## src/rtl/safe_mode_sequencer.sv

```systemverilog
// safe_mode_sequencer: lockstep mode/master config block that halts, syncs, then commits changes
module safe_mode_sequencer #(
  parameter int NCores = 3,
  parameter int CoreIdW = $clog2(NCores),
  parameter int TimeoutW = 16
) (
  input  logic                clk_i,
  input  logic                rst_i,
  input  logic                cfg_req_i,
  input  logic                cfg_we_i,
  input  logic [1:0]          cfg_addr_i,
  input  logic [31:0]         cfg_wdata_i,
  output logic [31:0]         cfg_rdata_o,
  input  logic [NCores-1:0]   core_halted_i,
  input  logic                sync_done_i,
  input  logic                en_ext_debug_i,
  output logic [1:0]          mode_o,
  output logic                safe_mode_o,
  output logic [CoreIdW-1:0]  master_core_o,
  output logic                critical_section_o,
  output logic [NCores-1:0]   debug_req_o,
  output logic                initial_sync_o,
  output logic                busy_o,
  output logic                irq_o
);
  typedef enum logic [2:0] {IDLE, HALT, SYNC, APPLY, ERR} state_t;
  state_t state;
  logic [1:0] pend_mode;
  logic [CoreIdW-1:0] pend_master, w_master;
  logic [TimeoutW-1:0] timeout_q, cnt;
  logic st_req, st_ext, ext_prev;
  logic wr, wr_ctrl, ctrl_ok, tmo, unused;
  logic [2:0] clr;
  assign w_master = cfg_wdata_i[2+:CoreIdW];
  assign wr = cfg_req_i && cfg_we_i;
  assign wr_ctrl = wr && cfg_addr_i == 2'd0;
  assign clr = (wr && cfg_addr_i == 2'd1) ? cfg_wdata_i[3:1] : 3'b000;
  assign ctrl_ok = state == IDLE && !critical_section_o && cfg_wdata_i[1:0] != 2'd3
                   && int'(w_master) < NCores && (cfg_wdata_i[1:0] != 2'd2 || NCores >= 3);
  assign tmo = timeout_q != '0 && cnt == timeout_q;
  assign safe_mode_o = mode_o != 2'd0;
  assign unused = ^cfg_wdata_i;
  always_comb begin
    cfg_rdata_o = cfg_addr_i == 2'd0 ? 32'({master_core_o, mode_o})
                : cfg_addr_i == 2'd1 ? 32'({st_ext, st_req, irq_o, busy_o})
                : cfg_addr_i == 2'd2 ? 32'(critical_section_o)
                : 32'(timeout_q);
  end
  always_ff @(posedge clk_i) begin
    if (rst_i) begin
      state <= IDLE;
      mode_o <= '0;
      master_core_o <= '0;
      pend_mode <= '0;
      pend_master <= '0;
      critical_section_o <= 1'b0;
      debug_req_o <= '0;
      initial_sync_o <= 1'b0;
      busy_o <= 1'b0;
      timeout_q <= '1;
      cnt <= '0;
      irq_o <= 1'b0;
      st_req <= 1'b0;
      st_ext <= 1'b0;
      ext_prev <= 1'b0;
    end else begin
      ext_prev <= en_ext_debug_i;
      irq_o <= (irq_o && !clr[0]) || state == ERR;
      st_req <= (st_req && !clr[1]) || (wr_ctrl && !ctrl_ok);
      st_ext <= (st_ext && !clr[2]) || (en_ext_debug_i && !ext_prev);
      if (wr && cfg_addr_i == 2'd2) critical_section_o <= cfg_wdata_i[0];
      if (wr && cfg_addr_i == 2'd3) timeout_q <= cfg_wdata_i[TimeoutW-1:0];
      case (state)
        IDLE: if (wr_ctrl && ctrl_ok) begin
          pend_mode <= cfg_wdata_i[1:0];
          pend_master <= w_master;
          cnt <= '0;
          debug_req_o <= '1;
          busy_o <= 1'b1;
          state <= HALT;
        end
        HALT: if (&core_halted_i) begin
          cnt <= '0;
          initial_sync_o <= 1'b1;
          state <= SYNC;
        end else if (tmo) begin
          debug_req_o <= '0;
          state <= ERR;
        end else cnt <= cnt + 1'b1;
        SYNC: if (sync_done_i || tmo) begin
          debug_req_o <= '0;
          initial_sync_o <= 1'b0;
          state <= sync_done_i ? APPLY : ERR;
        end else cnt <= cnt + 1'b1;
        APPLY: begin
          mode_o <= pend_mode;
          master_core_o <= pend_master;
          busy_o <= 1'b0;
          state <= IDLE;
        end
        ERR: begin
          busy_o <= 1'b0;
          state <= IDLE;
        end
        default: state <= IDLE;
      endcase
    end
  end
endmodule

```

## config.mk

```make
export PLATFORM = sky130hd
export DESIGN_NAME = safe_mode_sequencer
export DESIGN_NICKNAME = d
export VERILOG_FILES = /design/src/rtl/safe_mode_sequencer.sv
export SDC_FILE = /design/constraint.sdc
export NUM_CORES = 1
export LEC_CHECK = 0
export ABC_AREA = 1
export CORE_MARGIN = 1
export CORE_UTILIZATION = 64
export DETAILED_ROUTE_END_ITERATION = 10
export DONT_BUFFER_PORTS = 1
export MAX_ROUTING_LAYER = met4
export PLACE_DENSITY = 0.87
export SKIP_CTS_REPAIR_TIMING = 1
export SLEW_MARGIN = 20
export SYNTH_ARGS = -nofsm -noshare
export SYNTH_HDL_FRONTEND = slang
export SYNTH_SLANG_ARGS = --single-unit
```

## constraint.sdc

```tcl
create_clock -name clk_i -period 2.42 [get_ports clk_i]
set_clock_uncertainty 0.2 [all_clocks]
set_input_delay 0.242 -clock clk_i [delete_from_list [all_inputs] [get_ports clk_i]]
set_output_delay 0.242 -clock clk_i [all_outputs]
set_load 0.01 [all_outputs]
```

After elaboration in Yosys (flattened, before gate mapping)
Cells that the tools add are included.
- output and inout bits: 44
- flip-flop bits (word level): 53
- logic and storage cells: 99
- input bits: 43
- add/sub/neg operators: 1
- reductions and logical operators: 40
- equal/unequal tests: 17
- order comparisons: 1
- multiplexer cells: 25
- operator list (cell ; count):
    2-to-1 mux 16 bit ; 7
    case mux 16 bit (3 select lines) ; 1
    2-to-1 mux 3 bit ; 10
    case mux 3 bit (3 select lines) ; 2
    adder 16 x 1 -> 16 bit (second input constant) ; 1
    == test 16 bit ; 1
    nonzero test 16 bit ; 1
    logical AND 1 bit ; 15
    != test 2 bit (second input constant) ; 6
    AND reduction 3 bit ; 3
    == test 3 x 2 -> 1 bit (second input constant) ; 2
    logical NOT 1 bit ; 6
    != test 3 bit (second input constant) ; 2
    nonzero test 2 bit ; 3
    AND reduction 5 bit ; 1
    == test 2 bit (second input constant) ; 2
    logical OR 1 bit ; 4
    case mux 1 bit (2 select lines) ; 2
    AND reduction 2 bit ; 2
    AND reduction 4 bit ; 1
    == test 3 x 1 -> 1 bit (second input constant) ; 1
    == test 3 bit (second input constant) ; 1
    logical NOT 3 bit ; 1
    2-to-1 mux 1 bit ; 3
    6 further kinds ; 6

Depth between registers and ports, before layout
Gate-level depths: netlist (run 1).
- word-level depth: 7
- mapped depth: 14

Least setup slack after synthesis (run 1)
No wires, ideal clock.
- path kind: register to register
- start: reg state[1]
- end: reg cnt[10]
- path buffers: 0
- period minus slack after synthesis: 1.815 ns
- path slack: 0.605 ns
- stages on the path, launching flop included: 11
- arrival time: 1.478 ns
- required time: 2.084 ns
- library setup time: 0.136 ns
- cell sequence: dfxtp_1 -> inv_2 -> nand2_1 -> nor2_4 -> nand4_4 -> nand2_1 -> o21ai_2 -> a21oi_4 -> nand2_1 -> nand2_1 -> a21oi_2
- longest elaborated chain between the ends: 7
- elaborated cells between the ends (all ways): 13
- those cells by class: eq/ne: 5; mux: 1; reduce/logical: 7
- RTL lines (item ; line ; text):
    start: declaration ; 27 ; state_t state;
    start signal: assignment ; 93 ; state <= sync_done_i ? APPLY : ERR;
    logical NOT 3 bit ; 38, 73 ;
    logical AND 1 bit (2 in a row) ; 38 ; assign ctrl_ok = state == IDLE && !critical_section_o && cfg_wdata_i[1:0] != 2'd3
    logical AND 1 bit ; 39 ; && int'(w_master) < NCores && (cfg_wdata_i[1:0] != 2'd2 || NCores >= 3);
    logical AND 1 bit ; 74 ; IDLE: if (wr_ctrl && ctrl_ok) begin
    != test 2 x 1 -> 1 bit (no source line) ; - ;
    AND reduction 4 bit (no source line) ; - ;
    end signal: assignment ; 89 ; end else cnt <= cnt + 1'b1;
    end signal: assignment ; 94 ; end else cnt <= cnt + 1'b1;
    end: declaration ; 30 ; logic [TimeoutW-1:0] timeout_q, cnt;
Several ways; a longest one is shown, not always the timed one.
A chain may end at the register's enable or synchronous reset.

Worst setup path in the final report (run 1)
- start: reg timeout_q[0]
- end: reg cnt[9]
- longest elaborated chain between the ends: 5
- elaborated cells between the ends (all ways): 7
- those cells by class: eq/ne: 3; reduce/logical: 4
- RTL lines (item ; line ; text):
    start: declaration ; 30 ;
    start signal: assignment ; 72 ; if (wr && cfg_addr_i == 2'd3) timeout_q <= cfg_wdata_i[TimeoutW-1:0];
    == test 16 bit or nonzero test 16 bit (tied branches) ; 40 ; assign tmo = timeout_q != '0 && cnt == timeout_q;
    logical AND 1 bit * ; 40 ;
    logical OR 1 bit ; 90 ; SYNC: if (sync_done_i || tmo) begin
    != test 2 bit (no source line) ; - ;
    AND reduction 4 bit (no source line) * ; - ;
Mark *: on every way between the ends. The rest lies on a longest branch, timed or not.

==> key figures, run 1 <==
Min path
  – Hold Path Class: in2reg
  – Hold Path End: state[2]
  – Min-delay src: sync_done_i
  – Hold path depth: 3

STA
  – Max-slew violations: 0
  – Highest Clock Rate: roughly 0.44 GHz
  – RSZ-0062 raised after global routing: no
  – Final hold vios: 1
  – Hold_ws: -8.79 ps
  – Final setup vio count: 0
  – Worst-Margin Slew: just over 600 ps
  – Setup Total Neg Slack: 0 ps
  – Crit path time final: 2260 ps
  – Slew margin rel.: roughly three fifths
  – Final Cycle Share: 93.3%

Synth
  – Synth Area per Inst: about 6.3 sq um
  – Post-synthesis register bit count: ~50
  – FFs w/ async S/R, synth: 0%
  – Count leader, synth: nand2_1
  – Main area contributors after synthesis: dfxtp_1 31%, nand2_1 15%, nand3_1 7.2%, nor2_1 7.0%, a21oi_1 6.7%
  – Sequential share of the synthesized area: a little under a third
  – Yosys top cell area share: slightly above 30%
  – Post-synth top area cell: dfxtp_1
  – Mapped cell area: 3280 sq um
  – Most instantiated cells after synthesis: 128 x nand2_1, 61 x nor2_1, 54 x inv_1
  – Number of synthesized flops with an enable pin: 0
  – Syn Inst Count: 520
  – Top_reg_cell synth: dfxtp_1
  – Synth warn: 0
  – Yosys cell types: 36

Floorplan
  – Effective utilization at floorplan: 68.0%
  – # rows: 25
  – I/O pin total: 87
  – Die Wd: around 74 um
  – Die Ht: 73.5 um
  – Die area: between 5000 and 6000 sq um
  – Area of the core: roughly 4800 sq um

Flow run
  – MaxCap Viol Count: 0

Global route
  – First-pass GRT wire length: approximately 13,000 um
  – Grt total ovfl: 0
  – Vias in the first global route: ~3,000
  – GRT Util Overall: between 30% and 40%
  – Pin count of the biggest net entering global routing: 34
  – Initial antenna violation count: 0

Placement
  – Port bufs: 0
  – Dpl hpwl: between 6000 and 7000 um
  – RD Place Congestion: a little under 1

Status
  – Outcome: finished with violations
  – Failing checks: hold timing

Clock tree
  – Root Driver: clkbuf_8
  – # clock sinks: between 50 and 60
  – H-Tree Depth: 2
  – CTS Buffer Depth: 2
  – Reg clk slew, reported paths: approximately 100 ps
  – CTS Buf Count: 5
  – Worst-Skew Late Latency: approximately 300 ps
  – CTS tree: done

Setup path
  – CP bufs+invs: 1
  – Slowest cell on crit path: a21oi_4
  – R2r setup slk: approximately 160 ps
  – Crit-path cells: inv_1 > nand3_1 > nor2_1 > nand2_1 > nand3_1 > nor2_1 > a21oi_4 > nand2_1 > nand2_1 > a21oi_2
  – Critical Path Fanout Max: 13
  – Critical path startpoint category: flop
  – WP data required: roughly 2400 ps
  – Reg2reg path depth: 10
  – RR Endpoint: cnt[9]
  – Worst Path Arrival: ~2300 ps
  – Top delay family on crit path: simple AND/OR/NAND/NOR gates
  – CP most frequent cell: nand2_1
  – FF-to-FF Start: timeout_q[0]
  – Slowest stage delay, CP: roughly 400 ps
  – Critical path class: reg2reg
  – Critical Path Sink Type: flop

Layout
  – Antenna diodes: 0
  – Fillers: 384
  – Layout Utilization: roughly 75%
  – Area Growth Syn to Fin: 10.6%
  – Layout net count: between 500 and 600
  – Share of cells above drive strength 1: a little under a tenth

Routing
  – DR pass1 iterations: 5
  – Via count: 3,506
  – Vias/cell: just under 6
  – Total wire length: around 9000 um
  – Starting DRT DRC Count: ~300
  – Routed wire length per instance: roughly 14 um
  – DRC: 0
  – Final ANT Viol Nets: 0

Power
  – Leakage: 0.00156 uW
  – Worst VDD drop: around 0.0004 V
  – Power per cell area: 617 nW/um^2
worst max path at each step:
| stage | end | slack [ps] | start | cells after the start |
|---|---|---|---|---|
| after CTS | cnt[9] | 210 | state[0] | 10 |
| after detailed placement | cnt[9] | 240 | timeout_q[0] | 10 |
| after floorplan | cnt[10] | 610 | state[1] | 10 |
| after global routing | cnt[10] | 7 | state[1] | 10 |
| after global placement | cnt[8] | 310 | timeout_q[0] | 10 |
| final | cnt[9] | 160 | timeout_q[0] | 10 |
worst register-to-register path: stages, from the launching register on:
cell and delay (ps):
dfxtp_1 330, inv_1 160, nand3_1 110, nor2_1 150, nand2_1 120, nand3_1 100
nor2_1 90, a21oi_4 400, nand2_1 290, nand2_1 150, a21oi_2 60
placed cells by master (no fill, tap or decap), types with 3 or more instances in the layout:
| cell | Yosys | final |
|---|---|---|
| a21oi_1 | 44 | 44 |
| a21oi_2 | 6 | 6 |
| buf_4 | 19 | 10 |
| clkbuf_8 | 0 | 5 |
| conb_1 | 1 | 16 |
| dfxtp_1 | 51 | 51 |
| dlygate4sd3_1 | 0 | 19 |
| inv_1 | 54 | 54 |
| inv_2 | 5 | 5 |
| nand2_1 | 128 | 128 |
| nand2_2 | 3 | 3 |
| nand3_1 | 47 | 47 |
| nand3_2 | 6 | 6 |
| nand4_1 | 7 | 7 |
| nor2_1 | 61 | 60 |
| nor2_2 | 2 | 3 |
| nor3_1 | 7 | 7 |
| o211ai_1 | 3 | 3 |
| o21ai_0 | 41 | 41 |
| xor2_1 | 4 | 4 |
power by group:
group | internal, uW | switching [uW] | total [uW]
Clock | 309 | 301 | 609
Sequential | 909 | 94.4 | 1000
Combinational | 218 | 405 | 623
per-stage QoR:
| stage | setup WS (ps) | power (uW) | hold WS, ps | cells | cell area, sq um |
|---|---|---|---|---|---|
| detailed placement | 238 | 1590 | 110 | 580 | 3300 |
| floorplan | 605 | 1500 | 167 | 535 | 3330 |
| global placement | 305 | 1560 | 115 | 580 | 3300 |
| finish | 161 | 2240 | -8.79 | 608 | 3620 |
| global route | 6.68 | 2360 | 15.9 | 608 | 3620 |
| CTS | 210 | 2180 | -213 | 588 | 3410 |
cell families (layout without fill, tap and decap cells):
family | count (synthesis) | in the layout | synth area share, %
buffers and inverters | 93 | 99 | 13.4
xor gates and xnor gates | 6 | 6 | 1.60
and+or+nand+nor | 270 | 270 | 36.9
other | 1 | 16 | 0.114
adders and majority gates | 1 | 1 | 0.382
AOI/OAI and AO/OA | 98 | 98 | 16.5
DFF | 51 | 51 | 31.2
routing by layer:
layer,wire length [um],part of all wire (%),global-route usage [%]
met1,3620,41,36.7
met2,4210,48,55.7
met3,730,8.3,6.31
met4,212,2.4,9.19
met5,0,0,-
registers in the layout, indices dropped and copies added, names as in the netlist, 2 cells and up:
| signal | count |
|---|---|
| timeout_q | 16 |
| master_core_o | 2 |
| mode_o | 2 |
| cnt | 16 |
| pend_master | 2 |
| pend_mode | 2 |
| state | 3 |
area by class of cell:
class | instances | area (sq um) | share of cell area, %
clock buffers | 5 | 68.8 | 1.90
inverters | 60 | 225 | 6.22
multi-input cells | 391 | 1870 | 51.7
well taps | 67 | 83.8 | 2.31
clock inverters | 3 | 43.8 | 1.21
flip-flops and latches | 51 | 1020 | 28.2
repair buffers | 31 | 305 | 8.43
Note: power is estimated with default switching activity, not from simulation.
==> run 2, diff against run 1 <==
CORE_UTILIZATION = 49   (was 64)
DONT_BUFFER_PORTS = not set   (was 1)
GPL_ROUTABILITY_DRIVEN = 0   (was not set)
PLACE_DENSITY = 0.88   (was 0.87)
==> run 2 against run 1 <==
  * The flow now finishes without violations
  * Worst setup slack worse by 63 ps
  * Hold slack better by 270 ps
  * Sequential power hardly changed
  * Clock power is 4.9% higher
  * First-iteration DRC count is 28% lower
  * Critical path type is now in2out
==> key figures, run 2 (synthesis gave the netlist of run 1 again) <==
Status
  – Outcome: finished, final reports clean

Routing
  – Final ANT Viol Nets: 0
  – Via count: approximately 3,500
  – Routed wire length per instance: between 10 and 15 um
  – Total wire length: around 8500 um
  – DRC: 0
  – DR pass1 iterations: 5
  – Starting DRT DRC Count: between 200 and 250
  – Vias/cell: approximately 5.4

Setup path
  – Worst Path Arrival: about 1900 ps
  – Critical path class: in2out
  – Critical Path Fanout Max: 12
  – Critical path startpoint category: input pin
  – WP data required: around 2000 ps
  – Critical Path Sink Type: output port

Layout
  – Antenna diodes: 0
  – Area Growth Syn to Fin: 21.3%
  – Most common cell after layout, fill and taps aside: nand2_1
  – Top flop regs: cnt (16), timeout_q (16), state (3)
  – Most frequent cells in the layout: 128 x nand2_1, 61 x nor2_1, 54 x inv_1, 53 x clkdlybuf4s50_1, 51 x dfxtp_1
  – Fillers: between 500 and 600
  – Layout Utilization: slightly above 60%
  – Share of cells above drive strength 1: just under 9%
  – Layout net count: between 600 and 700

STA
  – Max-slew violations: 0
  – Final setup vio count: 0
  – Crit path time final: between 2000 and 2500 ps
  – Worst-Margin Slew: 580 ps
  – Final hold vios: 0
  – RSZ-0062 raised after global routing: no
  – Slew margin rel.: between 60% and 70%
  – Setup Total Neg Slack: 0 ps
  – Final Cycle Share: around 96%
  – Highest Clock Rate: roughly 0.43 GHz

Placement
  – Port bufs: 54
  – Dpl hpwl: around 6500 um

Clock tree
  – Root Driver: clkbuf_8
  – Reg clk slew, reported paths: 100 ps
  – CTS Buffer Depth: 2
  – H-Tree Depth: 2
  – CTS tree: done
  – # clock sinks: just over 50
  – CTS Buf Count: 5
  – Worst-Skew Late Latency: 310 ps

Floorplan
  – Die Wd: around 84 um
  – Die area: 7020 sq um
  – # rows: 29
  – Die Ht: ~84 um
  – Effective utilization at floorplan: 51.3%
  – I/O pin total: 87
  – Area of the core: 6390 sq um

Global route
  – First-pass GRT wire length: around 14,000 um
  – GRT Util Overall: about a quarter
  – Initial antenna violation count: 0
  – Grt total ovfl: 0
  – Pin count of the biggest net entering global routing: 33
  – Vias in the first global route: 3,161

Min path
  – Hold Path Class: reg2reg

Flow run
  – MaxCap Viol Count: 0

Power
  – Worst VDD drop: approximately 0.0004 V
  – Power per cell area: 584 nW/um^2
  – Leakage: between 0.0015 and 0.002 uW
[run 2: worst paths after layout]
path	end	slack (ps)	start	cells after the start
worst max-delay path	cfg_rdata_o[15]	100	cfg_addr_i[1]	5
worst min-delay path	pend_master[1]	260	pend_master[1]	2
worst max register to register	cnt[14]	230	cnt[0]	11
worst min register to register	pend_master[1]	260	pend_master[1]	2
[run 2: report_power, final]
group          internal [uW]  switching (uW)
clock network            335             304
logic                    279             408
registers                909            85.2
[run 2: area by class of cell]
class                      count  area (sq um)  area share [%]
multi-input combinational    391          1870            47.1
sequential                    51          1020            25.7
timing repair buffer          67           641            16.1
inverter                      60           225            5.67
tap                           77          96.3            2.43
clock buffer                   6          82.6            2.08
clock inverter                 2          35.0           0.882
[run 2: per-layer routing]
metal	share of wire [%]	wire, um	global-route usage (%)
met5	0	0	-
met4	2.3	193	9.86
met3	6.2	523	3.96
met2	48	4080	41.8
met1	43	3700	30.3
[run 2: metrics by stage]
stage	instance area (sq um)	total power, uW	hold WS (ps)	setup slack, ps	instances
6_report	3970	2320	261	97.8	654
5_1_grt	3970	2450	279	27.6	654
4_1_cts	3970	2310	264	61.8	654
3_5_place_dp	3850	1690	250	73.0	646
2_1_floorplan	3330	1500	167	605	535
3_3_place_gp	3850	1660	240	103	646
[run 2: worst max-delay path: stages]
cell and delay, ps:
clkdlybuf4s50_1 540, nand2_1 180, buf_4 230, nor2_1 120, clkdlybuf4s50_1 570
==> run 3, diff against run 2 <==
CORE_ASPECT_RATIO = 2   (was not set)
CORE_MARGIN = 4   (was 1)
CTS_BUF_LIST = sky130_fd_sc_hd__clkbuf_8 sky130_fd_sc_hd__clkbuf_16   (was not set)
==> run 3 against run 2 <==
  * Worst setup slack better by 14 ps
  * Clock-buffer cell count decreased by 1
  * Final cell count grew 2.1%
  * Total power up 7.9%
  * Via count is 3.8% higher
  * Sequential share of layout area shrank 0.75 points
  * Design area is 3.0% higher
  * Core utilization up 1.6 points
  * First-iteration DRC count increased by 40%
  * Largest power group unchanged
  * Non-clock buffer count up 6
==> key figures, run 3 (synthesis gave the netlist of run 1 again) <==
STA
  – Slew margin rel.: between 50% and 60%
  – Crit path time final: approximately 2300 ps
  – Final setup vio count: 0
  – Worst-Margin Slew: between 600 and 700 ps
  – Final Cycle Share: roughly 95%
  – Highest Clock Rate: between 0.4 and 0.5 GHz
  – RSZ-0062 raised after global routing: no
  – Max-slew violations: 0
  – Final hold vios: 0

Power
  – Worst VDD drop: 0.000379 V
  – P_sw: just over 800 uW
  – Power per cell area: 612 nW/um^2
  – Total power: between 2000 and 3000 uW
  – Leakage: 0.00178 uW
  – Sequential Power Share: between 30% and 40%
  – Clk pwr share: a little under a third
  – Gate power share: 28.9%
  – Switching power as a share of total power: between 30% and 40%
  – Power Internal: 1680 uW

Floorplan
  – Die Wd: 65.8 um
  – # rows: between 40 and 50
  – Die Ht: about 120 um
  – Effective utilization at floorplan: about half
  – I/O pin total: just under 90
  – Die area: 8140 sq um
  – Area of the core: between 6000 and 7000 sq um

Layout
  – Fillers: approximately 580
  – Design Area, Final: between 4000 and 5000 sq um
  – Layout net count: between 600 and 700
  – Area Growth Syn to Fin: 24.9%
  – Top flop regs: cnt (16), timeout_q (16), state (3)
  – Layout Utilization: 63.8%
  – Antenna diodes: 0
  – Most common cell after layout, fill and taps aside: nand2_1
  – Share of cells above drive strength 1: under 10%
  – Fin cells: approximately 670
  – Most frequent cells in the layout: 127 x nand2_1, 60 x nor2_1, 55 x inv_1, 51 x dfxtp_1, 51 x clkdlybuf4s50_1
  – Footprint of the multi-input gates: around 1900 sq um
  – Reg area: 1020 sq um

Setup path
  – Critical path startpoint category: input pin
  – WP data required: 1980 ps
  – Worst Path Arrival: between 1500 and 2000 ps
  – Top delay family on crit path: buffers and inverters
  – Slowest stage delay, CP: around 560 ps
  – CP most frequent cell: clkdlybuf4s50_1
  – Critical Path Fanout Max: 9
  – CP bufs+invs: 3
  – Critical path class: in2out
  – Crit-path cells: clkdlybuf4s50_1 > nand2_2 > buf_4 > nor2_1 > clkdlybuf4s50_1
  – Slowest cell on crit path: clkdlybuf4s50_1
  – Critical Path Sink Type: output port

Placement
  – Port bufs: 54
  – Cell area after placement: 3920 sq um
  – Dpl hpwl: roughly 7600 um
  – Dpl cells: around 660

Routing
  – DRC: 0
  – Routed wire length per instance: approximately 15 um
  – Via count: 3,678
  – Final ANT Viol Nets: 0
  – Total wire length: a little under 10,000 um
  – Starting DRT DRC Count: 299
  – DR pass1 iterations: 6
  – Vias/cell: 5.51

Clock tree
  – Reg clk slew, reported paths: 60 ps
  – CTS tree: done
  – Worst-Skew Late Latency: 300 ps
  – # clock sinks: 51
  – CTS Buf Count: 5
  – Root Driver: clkbuf_16
  – CTS Buffer Depth: 2
  – H-Tree Depth: 2

Global route
  – Grt total ovfl: 0
  – Met2 GRT Util: a little under half
  – Vias in the first global route: 3,575
  – Grt met3 use: between 3 and 4%
  – GRT Util Overall: roughly a quarter
  – Met1 usage: 23.5%
  – First-pass GRT wire length: around 16,000 um
  – Most used routing layer: met2
  – Pin count of the biggest net entering global routing: 33
  – Initial antenna violation count: 0

Flow run
  – MaxCap Viol Count: 0

Status
  – Outcome: finished, final reports clean

Min path
  – Hold Path Class: in2reg
[run 3: cell count changes in the layout (fill, tap and decap cells not counted), moves of 2 or more]
cell | previous run | this run
clkdlybuf4s50_1 | 53 | 51
buf_4 | 13 | 18
clkbuf_16 | 0 | 5
dlymetal6s2s_1 | 1 | 3
clkbuf_8 | 6 | 0
[run 3: worst paths after layout]
path	endpoint	cells past startpoint	startpoint	slack [ps]
min	critical_section_o	4	cfg_addr_i[0]	200
max	cfg_rdata_o[14]	5	cfg_addr_i[1]	110
min reg2reg	master_core_o[1]	2	pend_master[1]	260
max reg2reg	cnt[4]	12	cnt[11]	230
[run 3: metal layers]
layer  vias up  wire [um]
met1      1681       3320
met3        54        559
met2       171       5330
met5         -          0
met4         0        665
li1       1772          -
[run 3: power groups by stage]
stage	Combinational (uW)	Clock, uW	Sequential [uW]
floorplan	513	0	985
global placement	686	0	1010
detailed placement	709	0	1010
CTS	716	789	992
global route	803	824	1000
finish	723	786	995
[run 3: tightest hold or removal path, stage by stage]
cell,delay [ps]
dlymetal6s2s_1,180
nor2_1,90
nand3_1,70
a21oi_1,70
[run 3: layout make-up]
class	instances	share of cell area, %
Tap cell	86	2.63
Clock buffer	5	3.06
Multi-Input combinational cell	391	45.9
Sequential cell	51	24.9
Clock inverter	2	0.825
Inverter	60	5.50
Timing Repair Buffer	73	17.2
[run 3: per-stage QoR]
step	hold slack [ps]	setup slack [ps]	setup TNS, ps
CTS	267	-17.1	-17.1
finish	200	112	0
detailed placement	258	-4.38	-4.38
global route	241	34.5	0
global placement	239	53.1	0
floorplan	167	605	0
